===== src/rtl/gray_counter.sv =====
// gray_counter: registered Gray-code counter with enable, synchronous load
// of a Gray-coded value, a one-cycle wrap pulse and optional down-counting.
// The count is kept in binary (bin_r). The Gray code is derived from the
// next binary value and then registered, so gray_o never shows an
// intermediate code.
// Optional feature macro: GRAY_COUNTER_DOWN_EN. When it is defined, up_i
// selects the count direction. When it is undefined, the counter is up-only
// and up_i is not used.
// Per-cycle priority: reset_i > load_i > en_i > hold.

module gray_counter #(
  parameter int width_p = 5
) (
  input  logic               clk_i,
  input  logic               reset_i,
  input  logic               en_i,
  input  logic               up_i,
  input  logic               load_i,
  input  logic [width_p-1:0] load_gray_i,
  output logic [width_p-1:0] gray_o,
  output logic               wrap_o
);

  localparam logic [width_p-1:0] one_c = width_p'(1);

  logic [width_p-1:0] bin_r;
  logic [width_p-1:0] bin_n;
  logic [width_p-1:0] gray_n;
  logic               wrap_n;
  logic               step_up;
  logic               step_dn;

  // Gray to binary: each binary bit is the XOR of all Gray bits at and above it.
  function automatic logic [width_p-1:0] gray_to_bin(input logic [width_p-1:0] g);
    logic [width_p-1:0] b;
    b[width_p-1] = g[width_p-1];
    for (int i = width_p - 2; i >= 0; i--) begin
      b[i] = g[i] ^ b[i+1];
    end
    return b;
  endfunction

`ifdef GRAY_COUNTER_DOWN_EN
  // Decode the direction of an enabled step. The load has priority over a step.
  always_comb begin
    step_up = en_i && !load_i && up_i;
    step_dn = en_i && !load_i && !up_i;
  end
`else
  // Up-only build. up_i is deliberately left unconsumed here.
  logic unused_up;
  assign unused_up = up_i;

  // Decode an enabled step. The load has priority, and the step is always upward.
  always_comb begin
    step_up = en_i && !load_i;
    step_dn = 1'b0;
  end
`endif

  // Next binary value and wrap flag. Gray is encoded from the next value.
  always_comb begin
    bin_n  = bin_r;
    wrap_n = 1'b0;
    if (load_i) begin
      bin_n = gray_to_bin(load_gray_i);
    end else if (step_up) begin
      bin_n  = bin_r + one_c;
      wrap_n = &bin_r;
    end else if (step_dn) begin
      bin_n  = bin_r - one_c;
      wrap_n = ~|bin_r;
    end
    gray_n = bin_n ^ (bin_n >> 1);
  end

  // State and output registers. The synchronous reset overrides everything.
  always_ff @(posedge clk_i) begin
    if (reset_i) begin
      bin_r  <= '0;
      gray_o <= '0;
      wrap_o <= 1'b0;
    end else begin
      bin_r  <= bin_n;
      gray_o <= gray_n;
      wrap_o <= wrap_n;
    end
  end

endmodule


===== config.mk =====
export PLATFORM = sky130hd
export DESIGN_NAME = gray_counter
export DESIGN_NICKNAME = d
export VERILOG_FILES = /design/src/rtl/gray_counter.sv
export SDC_FILE = /design/constraint.sdc
export NUM_CORES = 1
export LEC_CHECK = 0
export CAP_MARGIN = 20
export CELL_PAD_IN_SITES_DETAIL_PLACEMENT = 0
export CELL_PAD_IN_SITES_GLOBAL_PLACEMENT = 1
export CORE_MARGIN = 1.5
export CORE_UTILIZATION = 36
export DETAILED_ROUTE_END_ITERATION = 8
export HOLD_SLACK_MARGIN = 0.03
export PLACE_DENSITY_LB_ADDON = 0.15
export SETUP_SLACK_MARGIN = 0.3
export SYNTH_ARGS = -nofsm -noshare
export SYNTH_HDL_FRONTEND = slang
export SYNTH_SLANG_ARGS = --single-unit

===== constraint.sdc =====
create_clock -name clk_i -period 2.66 [get_ports clk_i]
set_input_delay 0.399 -clock clk_i [delete_from_list [all_inputs] [get_ports clk_i]]
set_output_delay 0.399 -clock clk_i [all_outputs]
set_load 0.05 [all_outputs]

# Word-level counts from Yosys, hierarchy flattened
# Index checks and enable logic that the tools add are counted.
# Widths: inputs -> output; s select.
[word_totals]
reg_bits = 11
input_bits = 10
output_inout_bits = 6
wordCells = 16
[classes]
add_sub_neg = 1
n_mux = 2
bitwise_logic = 6
n_reduce_logical = 4
[op_table]
columns = ["cell", "count"]
rows = [
  ["$mux 5", 2],
  ["$add 5x1->5 const B", 1],
  ["$reduce_and 5->1", 1],
  ["$xor 5x4->5", 1],
  ["$xor 1x1->1", 4],
  ["$reduce_or 3->1", 1],
  ["$logic_and 1x1->1", 1],
  ["$logic_not 1->1", 1],
  ["$not 1->1", 1],
]

# Logic depth before layout (Yosys ltp)
# Gate-level depths: netlist of run 1.
[depth]
ltp_word = 6
depth_mapped = 7
mapped_depth_nobuf = 7

# Worst setup path before layout of run 1
# No wires, ideal clock.
[synth_timing]
path_type = "register to register"
from = "reg bin_r[0]"
to = "reg gray_o[3]"
setup_time_ns = 0.121
arrival_ns = 1.633
required_ns = 2.539
slack_ns = 0.906
stages_incl_launch_ff = 8
path_buffers = 0
synth_period_minus_slack_ns = 1.754
path_cell_list = "dfxtp_1 -> ha_1 -> and3_1 -> ha_1 -> mux2_2 -> mux2i_1 -> nor2_1 -> mux2_2"
[synth_between]
elab_chain_len = 4
[synth_rtl]
columns = ["item", "line_no", "rtl"]
rows = [
  ["from (decl)", "26", "logic [width_p-1:0] bin_r;"],
  ["from (signal assigned)", "84", "bin_r <= bin_n;"],
  ["$add 5x1->5", "68", "bin_n = bin_r + one_c;"],
  ["$mux 5", "67", "end else if (step_up) begin"],
  ["$mux 5", "65", "if (load_i) begin"],
  ["$xor 5x4->5", "74", "gray_n = bin_n ^ (bin_n >> 1);"],
  ["to (signal assigned)", "85", "gray_o <= gray_n;"],
  ["to (decl)", "20", "output logic [width_p-1:0] gray_o,"],
]
# Every way passes these cells.
# A chain may end at the register's enable or synchronous reset.

# Worst setup path in the final report of run 1
# Ends and elaborated chain as after synthesis.

==> summary.txt, run 1 <==
Die
  – Floorplan row count: 13
  – Area of the die: 1780 sq um
  – Top-level I/O count: 16
  – Die height: ~42 um
  – Core box area: 1370 sq um
  – Die boundary width: 42.2 um
  – Initial core utilization: 0.405

Timing
  – Upper clock frequency limit: 0.538 GHz
  – Aggregate negative setup slack: 0 ps
  – Worst slew slack as a fraction of its limit: 0.610
  – Final clock period utilization by the worst path: 0.698
  – Final hold violation count: 0
  – Count of final max-slew check failures: 0
  – Unrepaired setup endpoints after global routing: no
  – Transition time of the tightest slew-check pin: ~600 ps
  – Fin Clk Skew: 0.891 ps
  – Setup-violating endpoint count in the final report: 0
  – Crit path time final: ~1900 ps

Cells and area
  – Most frequent standard cell in the layout excluding fill and tap cells: clkdlybuf4s50_1
  – Area added between synthesis and finish: 27.8%
  – Core occupancy in the finished layout: 0.517
  – Most used cells in the layout excluding fill and tap cells: clkdlybuf4s50_1, dfxtp_1, nor2_1, nor2b_1, mux2i_1
  – Fraction of final layout cells sized beyond drive strength 1: 0.156
  – # diodes: 0
  – Net count, final: 78

Synth
  – Synthesized flop and latch total: 10
  – Warnings, synthesis: 0
  – Sequential share of the synthesized area: 0.362
  – Cell area after synthesis: roughly 550 sq um
  – Average footprint of a synthesized cell: 10.8 sq um
  – Mapped Nets: 63
  – Distinct cells, synth: 25
  – Number of standard cells after synthesis: 51

Setup path
  – Cell at the slowest stage of the critical path: dfxtp_1
  – Kind of cell with the highest combined delay on the critical path: multiplexers
  – Largest stage delay on the critical path: between 300 and 400 ps
  – Startpoint type of the worst setup path: flip-flop
  – Critical Path Fanout Max: 3
  – End point of the critical path: gray_o[3]
  – Critical Path Start: bin_r[0]
  – Kind of end point of the critical path: flip-flop
  – Instance count on the critical path: 7
  – Critical path required time: 2810 ps
  – Reg-to-reg setup timing slack: around 800 ps
  – Crit path buf inv count: 0
  – Category of the most critical setup path: flip-flop to flip-flop
  – RR Endpoint: gray_o[3]
  – Worst flop-to-flop path startpoint: bin_r[0]
  – Cells on worst reg2reg path: 7
  – Critical path cell sequence: ha_1 > and3_1 > ha_1 > mux2_2 > mux2i_1 > nor2_1 > mux2_2
  – Data arrival time of the critical path: 2010 ps

Placement
  – DP Wirelength: about 700 um
  – Count of input and output buffers: 14
  – Gpl congestion: 0.652

Global route
  – Antenna violations before repair: 0
  – Pin count of the biggest net entering global routing: 15
  – Total grt overflow: 0
  – Via count of the first global-routing pass: 349
  – Global-route usage over all layers: 0.124
  – Global-route wire length before repair: 1620 um

Clock network
  – Quantity of hold-fixing buffers added after cts: 0
  – Total setup buffers inserted after CTS: 0
  – Root buffer cell: clkbuf_4
  – Clock edge transition at the registers on the reported setup and hold paths: 70 ps
  – Cts bufs inserted: 3
  – CTS tree: built
  – Maximum root-to-sink buffer count: 2
  – Post-CTS sizing: 0
  – TritonCTS sink count: 10
  – Max H-tree Level: 1
  – Clock latency reported for the late side of the worst-skew pair: 260 ps

Pwr
  – Worst VDD drop: 0.000246 V
  – Leakage power total: 0.296 nW
  – Power per cell area: 587 nW/um^2

Run
  – # Max-Cap Violations: 0

Hold path
  – Class of the worst hold path: flip-flop to flip-flop
  – Launch instance of the worst min-delay path: gray_o[4]

Route
  – DR WL/cell: 11.5 um
  – Number of detailed-route iterations in the first pass: 1
  – Routed vias/inst: 4.76
  – Drt total wl: 905 um
  – Count of routing violations after the opening detailed-route iteration: 0
  – Via count: 376
  – DRC Markers: 0
  – Number of antenna-violating nets in the routed design: 0

Run status
  – Run status: finished, final reports clean
[sequential cells by signal, summed over array words and instances, names as in the netlist]
name	flops
bin_r	4
gray_o	5
wrap_o	1
[Yosys cell counts]
library cell / instances / area (sq um)
mux2_2: 2 / 22.5
buf_4: 1 / 7.51
clkbuf_1: 1 / 3.75
nor2b_1: 4 / 25.0
nor3b_1: 1 / 7.51
xnor2_2: 2 / 32.5
inv_1: 1 / 3.75
a211oi_1: 2 / 15.0
xnor2_1: 3 / 26.3
a211oi_2: 1 / 12.5
nand2_2: 1 / 6.26
and3_1: 1 / 6.26
nand4_1: 1 / 6.26
mux2i_1: 4 / 40.0
xnor3_2: 1 / 23.8
buf_2: 1 / 5.00
a2111oi_0: 1 / 8.76
dfxtp_1: 10 / 200
buf_6: 1 / 11.3
ha_1: 2 / 25.0
a21oi_1: 1 / 5.00
nor2_1: 4 / 15.0
nor4bb_1: 1 / 10.0
o21a_1: 1 / 7.51
xor2_1: 3 / 26.3
[metrics by stage]
step                      hold slack [ps]  setup slack (ps)  cells  power (mW)  instance area (sq um)
after global placement                666               599     76       0.313                    684
after global routing                  719               640     79       0.441                    707
after detailed placement              675               635     76       0.314                    684
after floorplan                       546               906     51       0.276                    553
final                                 678               803     79       0.415                    707
after CTS                             684               782     79       0.420                    707
[how the worst min path moves through the flow]
| stage | end | slack, ps | depth (start not counted) |
|---|---|---|---|
| final | wrap_o | 680 | 2 |
| after global routing | wrap_o | 720 | 2 |
| after CTS | wrap_o | 680 | 2 |
| after detailed placement | wrap_o | 680 | 2 |
| after global placement | wrap_o | 670 | 2 |
| after floorplan | gray_o[0] | 550 | 2 |
[area by class of cell]
| type | instances | area [sq um] |
|---|---|---|
| multi-input cells | 36 | 322 |
| clock buffers | 3 | 22.5 |
| well taps | 15 | 18.8 |
| inverters | 1 | 3.75 |
| flip-flops and latches | 10 | 200 |
| repair buffers | 14 | 140 |
| fillers | 140 | 659 |
[where the power goes]
group	switching [mW]	internal, mW
logic	0.0725	0.0640
registers	0.00792	0.165
clock network	0.0535	0.0522
total	0.134	0.281
[cell families (layout without fill, tap and decap cells)]
| family | Yosys count | count (layout) | synth area share |
|---|---|---|---|
| AND/OR/NAND/NOR | 13 | 13 | 0.138 |
| flip-flops | 10 | 10 | 0.362 |
| multiplexers | 6 | 6 | 0.113 |
| adder cells (fa/ha/maj) | 2 | 2 | 0.0452 |
| buffers and inverters | 5 | 18 | 0.0565 |
| AO/OA/AOI/OAI | 6 | 6 | 0.0882 |
| XOR/XNOR | 9 | 9 | 0.197 |
[routing by layer]
layer | track usage | part of all wire | vias up
li1 | - | - | 204
met1 | 0.177 | 0.54 | 161
met2 | 0.163 | 0.41 | 11
met3 | 0.0302 | 0.056 | 0
met4 | 0.0750 | 0 | 0
met5 | 0 | 0 | -
[worst min-delay path, cell delays in order (launching register included)]
cell and delay [ps]:
dfxtp_1 320, ha_1 180, nor4bb_1 130
Note: power is estimated with default switching activity, not from simulation.
==> inputs of run 2 (changes only) <==
--- a/config.mk
+++ b/config.mk
@@ -9,7 +9,7 @@
 export CELL_PAD_IN_SITES_DETAIL_PLACEMENT = 0
 export CELL_PAD_IN_SITES_GLOBAL_PLACEMENT = 1
 export CORE_MARGIN = 1.5
-export CORE_UTILIZATION = 36
+export CORE_UTILIZATION = 34
 export DETAILED_ROUTE_END_ITERATION = 8
 export HOLD_SLACK_MARGIN = 0.03
 export PLACE_DENSITY_LB_ADDON = 0.15
==> constraint.sdc (replaced) <==
create_clock -name clk_i -period 1.9 [get_ports clk_i]
set_input_delay 0.285 -clock clk_i [delete_from_list [all_inputs] [get_ports clk_i]]
set_output_delay 0.285 -clock clk_i [all_outputs]
set_load 0.05 [all_outputs]
==> run 2 against run 1 <==
Effect of this change: combinational power grew 63%; sequential power is 42% higher; clock power increased by 31%; maximum frequency grew 8.0%; worst hold slack better by 3.7 ps; power grew 46%; largest power group unchanged.
==> summary.txt, run 2 (synthesis results as in run 1) <==
Timing
  – Worst slew slack as a fraction of its limit: 0.675
  – Aggregate negative setup slack: 0 ps
  – Final clock period utilization by the worst path: 0.905
  – Crit path time final: 1720 ps
  – Count of final max-slew check failures: 0
  – Fin Clk Skew: 0.903 ps
  – Final hold violation count: 0
  – Unrepaired setup endpoints after global routing: yes
  – Setup-violating endpoint count in the final report: 0
  – Upper clock frequency limit: 0.582 GHz
  – Transition time of the tightest slew-check pin: about 490 ps

Cells and area
  – Most used cells in the layout excluding fill and tap cells: dfxtp_1, clkdlybuf4s50_1, buf_4, dlygate4sd2_1, nor2b_1
  – Register bank with the most flops: gray_o
  – Fraction of final layout cells sized beyond drive strength 1: 0.366
  – # diodes: 0
  – Area added between synthesis and finish: 48.4%
  – Final cell count without fillers: 87
  – Max FFs per register: 5
  – Top Registers: gray_o x5, bin_r x4, wrap_o x1
  – Net count, final: 85
  – Filler Cells Inserted: 146

Route
  – Number of antenna-violating nets in the routed design: 0
  – Via count: ~420
  – Count of routing violations after the opening detailed-route iteration: 5
  – Drt total wl: 1050 um
  – DRC Markers: 0
  – DR WL/cell: 12.1 um
  – Routed vias/inst: 4.80
  – Number of detailed-route iterations in the first pass: 2

Pwr
  – Clk pwr share: 0.229
  – Fraction of power spent switching nets: 0.318
  – Logic pwr share: 0.365
  – Switching pwr: between 0.15 and 0.2 mW
  – Worst VDD drop: 0.000403 V
  – Part of the power in registers: 0.406
  – Cell internal pwr: approximately 0.41 mW
  – Final Total Pwr: between 0.6 and 0.7 mW
  – Leakage power total: 0.351 nW
  – Power per cell area: ~740 nW/um^2

Die
  – Top-level I/O count: 16
  – Die height: 43.3 um
  – Area of the die: 1880 sq um
  – Core box area: ~1500 sq um
  – Initial core utilization: 0.367
  – Floorplan row count: 14
  – Die boundary width: between 40 and 50 um

Clock network
  – Clock latency reported for the late side of the worst-skew pair: 260 ps
  – CTS tree: built
  – TritonCTS sink count: 10
  – Clock edge transition at the registers on the reported setup and hold paths: 60 ps
  – Maximum root-to-sink buffer count: 2
  – Max H-tree Level: 1
  – Cts bufs inserted: 3
  – Root buffer cell: clkbuf_4

Setup path
  – Worst flop-to-flop path startpoint: bin_r[0]
  – Data arrival time of the critical path: between 1500 and 2000 ps
  – Category of the most critical setup path: flip-flop to flip-flop
  – Startpoint type of the worst setup path: flip-flop
  – Critical Path Start: bin_r[0]
  – Critical path cell sequence: ha_4 > and3_4 > ha_4 > mux2_4 > mux2i_4 > nor2_2 > mux2_4
  – RR Endpoint: gray_o[3]
  – Kind of end point of the critical path: flip-flop
  – Cell at the slowest stage of the critical path: dfxtp_2
  – End point of the critical path: gray_o[3]
  – Cells on worst reg2reg path: 7
  – Largest stage delay on the critical path: approximately 340 ps
  – Critical path required time: a little over 2000 ps
  – Reg-to-reg setup timing slack: approximately 180 ps
  – Critical Path Fanout Max: 2

Global route
  – Global-route usage over all layers: 0.136
  – Pin count of the biggest net entering global routing: 9
  – Total grt overflow: 0
  – Global-route wire length before repair: 1850 um
  – Via count of the first global-routing pass: around 410
  – Antenna violations before repair: 0

Placement
  – Placed Cells: just over 80
  – Count of input and output buffers: 14
  – DP Wirelength: 742 um
  – Gpl congestion: 0.657

Hold path
  – Count of cells along the worst hold path: 3
  – Class of the worst hold path: input port to flip-flop

Run
  – # Max-Cap Violations: 0

Run status
  – Run status: finished, final reports clean
[run 2: cell types whose count changed in the layout (fill, tap and decap cells not counted), moves of 2 or more]
cell	change
mux2i_1	-2
dfxtp_1	-2
mux2_2	-2
clkdlybuf4s50_1	-6
ha_4	+2
buf_4	+7
mux2_4	+2
ha_1	-2
dfxtp_2	+2
dlygate4sd2_1	+6
[run 2: area by class of cell]
cell class / instances / area, sq um / area share
Tap cell: 16 / 20.0 / 0.0244
Clock buffer: 3 / 22.5 / 0.0274
Timing Repair Buffer: 21 / 185 / 0.226
Inverter: 1 / 3.75 / 0.00457
Sequential cell: 10 / 203 / 0.247
Multi-Input combinational cell: 36 / 387 / 0.471
[run 2: worst min path at each step]
stage	slack, ps	end	start
2_1_floorplan	430	gray_o[0]	load_gray_i[0]
3_5_place_dp	670	wrap_o	gray_o[4]
4_1_cts	670	gray_o[2]	load_gray_i[2]
5_1_grt	700	gray_o[2]	load_gray_i[2]
6_report	680	gray_o[2]	load_gray_i[2]
3_3_place_gp	670	wrap_o	gray_o[4]
[run 2: what timing repair did]
item	in CTS	in global routing
setup endpoints to repair	8	5
setup buffers	2	0
pin swaps	2	4
hold buffers	0	0
resized for setup	14	5
[run 2: power by group through the flow]
stage               Sequential (mW)  Combinational, mW  Clock [mW]
global placement              0.246              0.204           0
finish                        0.246              0.221       0.139
global route                  0.248              0.238       0.159
detailed placement            0.246              0.203           0
CTS                           0.245              0.211       0.146
floorplan                     0.283              0.105           0
[run 2: through the flow]
stage	utilization	hold slack [ps]	area, sq um	worst slack [ps]
finish	0.545	682	821	181
global route	0.545	698	821	108
CTS	0.529	674	797	126
detailed placement	0.482	672	726	56.8
global placement	0.482	668	726	38.5
floorplan	-	432	556	185
[run 2: metal layers]
| layer | wire (um) | up-vias | global-route usage |
|---|---|---|---|
| li1 | - | 214 | - |
| met2 | 446 | 10 | 0.179 |
| met5 | 0 | - | 0 |
| met4 | 5 | 0 | 0.0909 |
| met3 | 40 | 2 | 0.0292 |
| met1 | 557 | 192 | 0.198 |
[run 2: critical path, delay by kind of cell, from the launching register on]
kind | cells | cell delay [ps]
multiplexers | 3 | 700
adder cells (fa/ha/maj) | 2 | 350
flip-flops | 1 | 340
AND/OR/NAND/NOR | 2 | 220
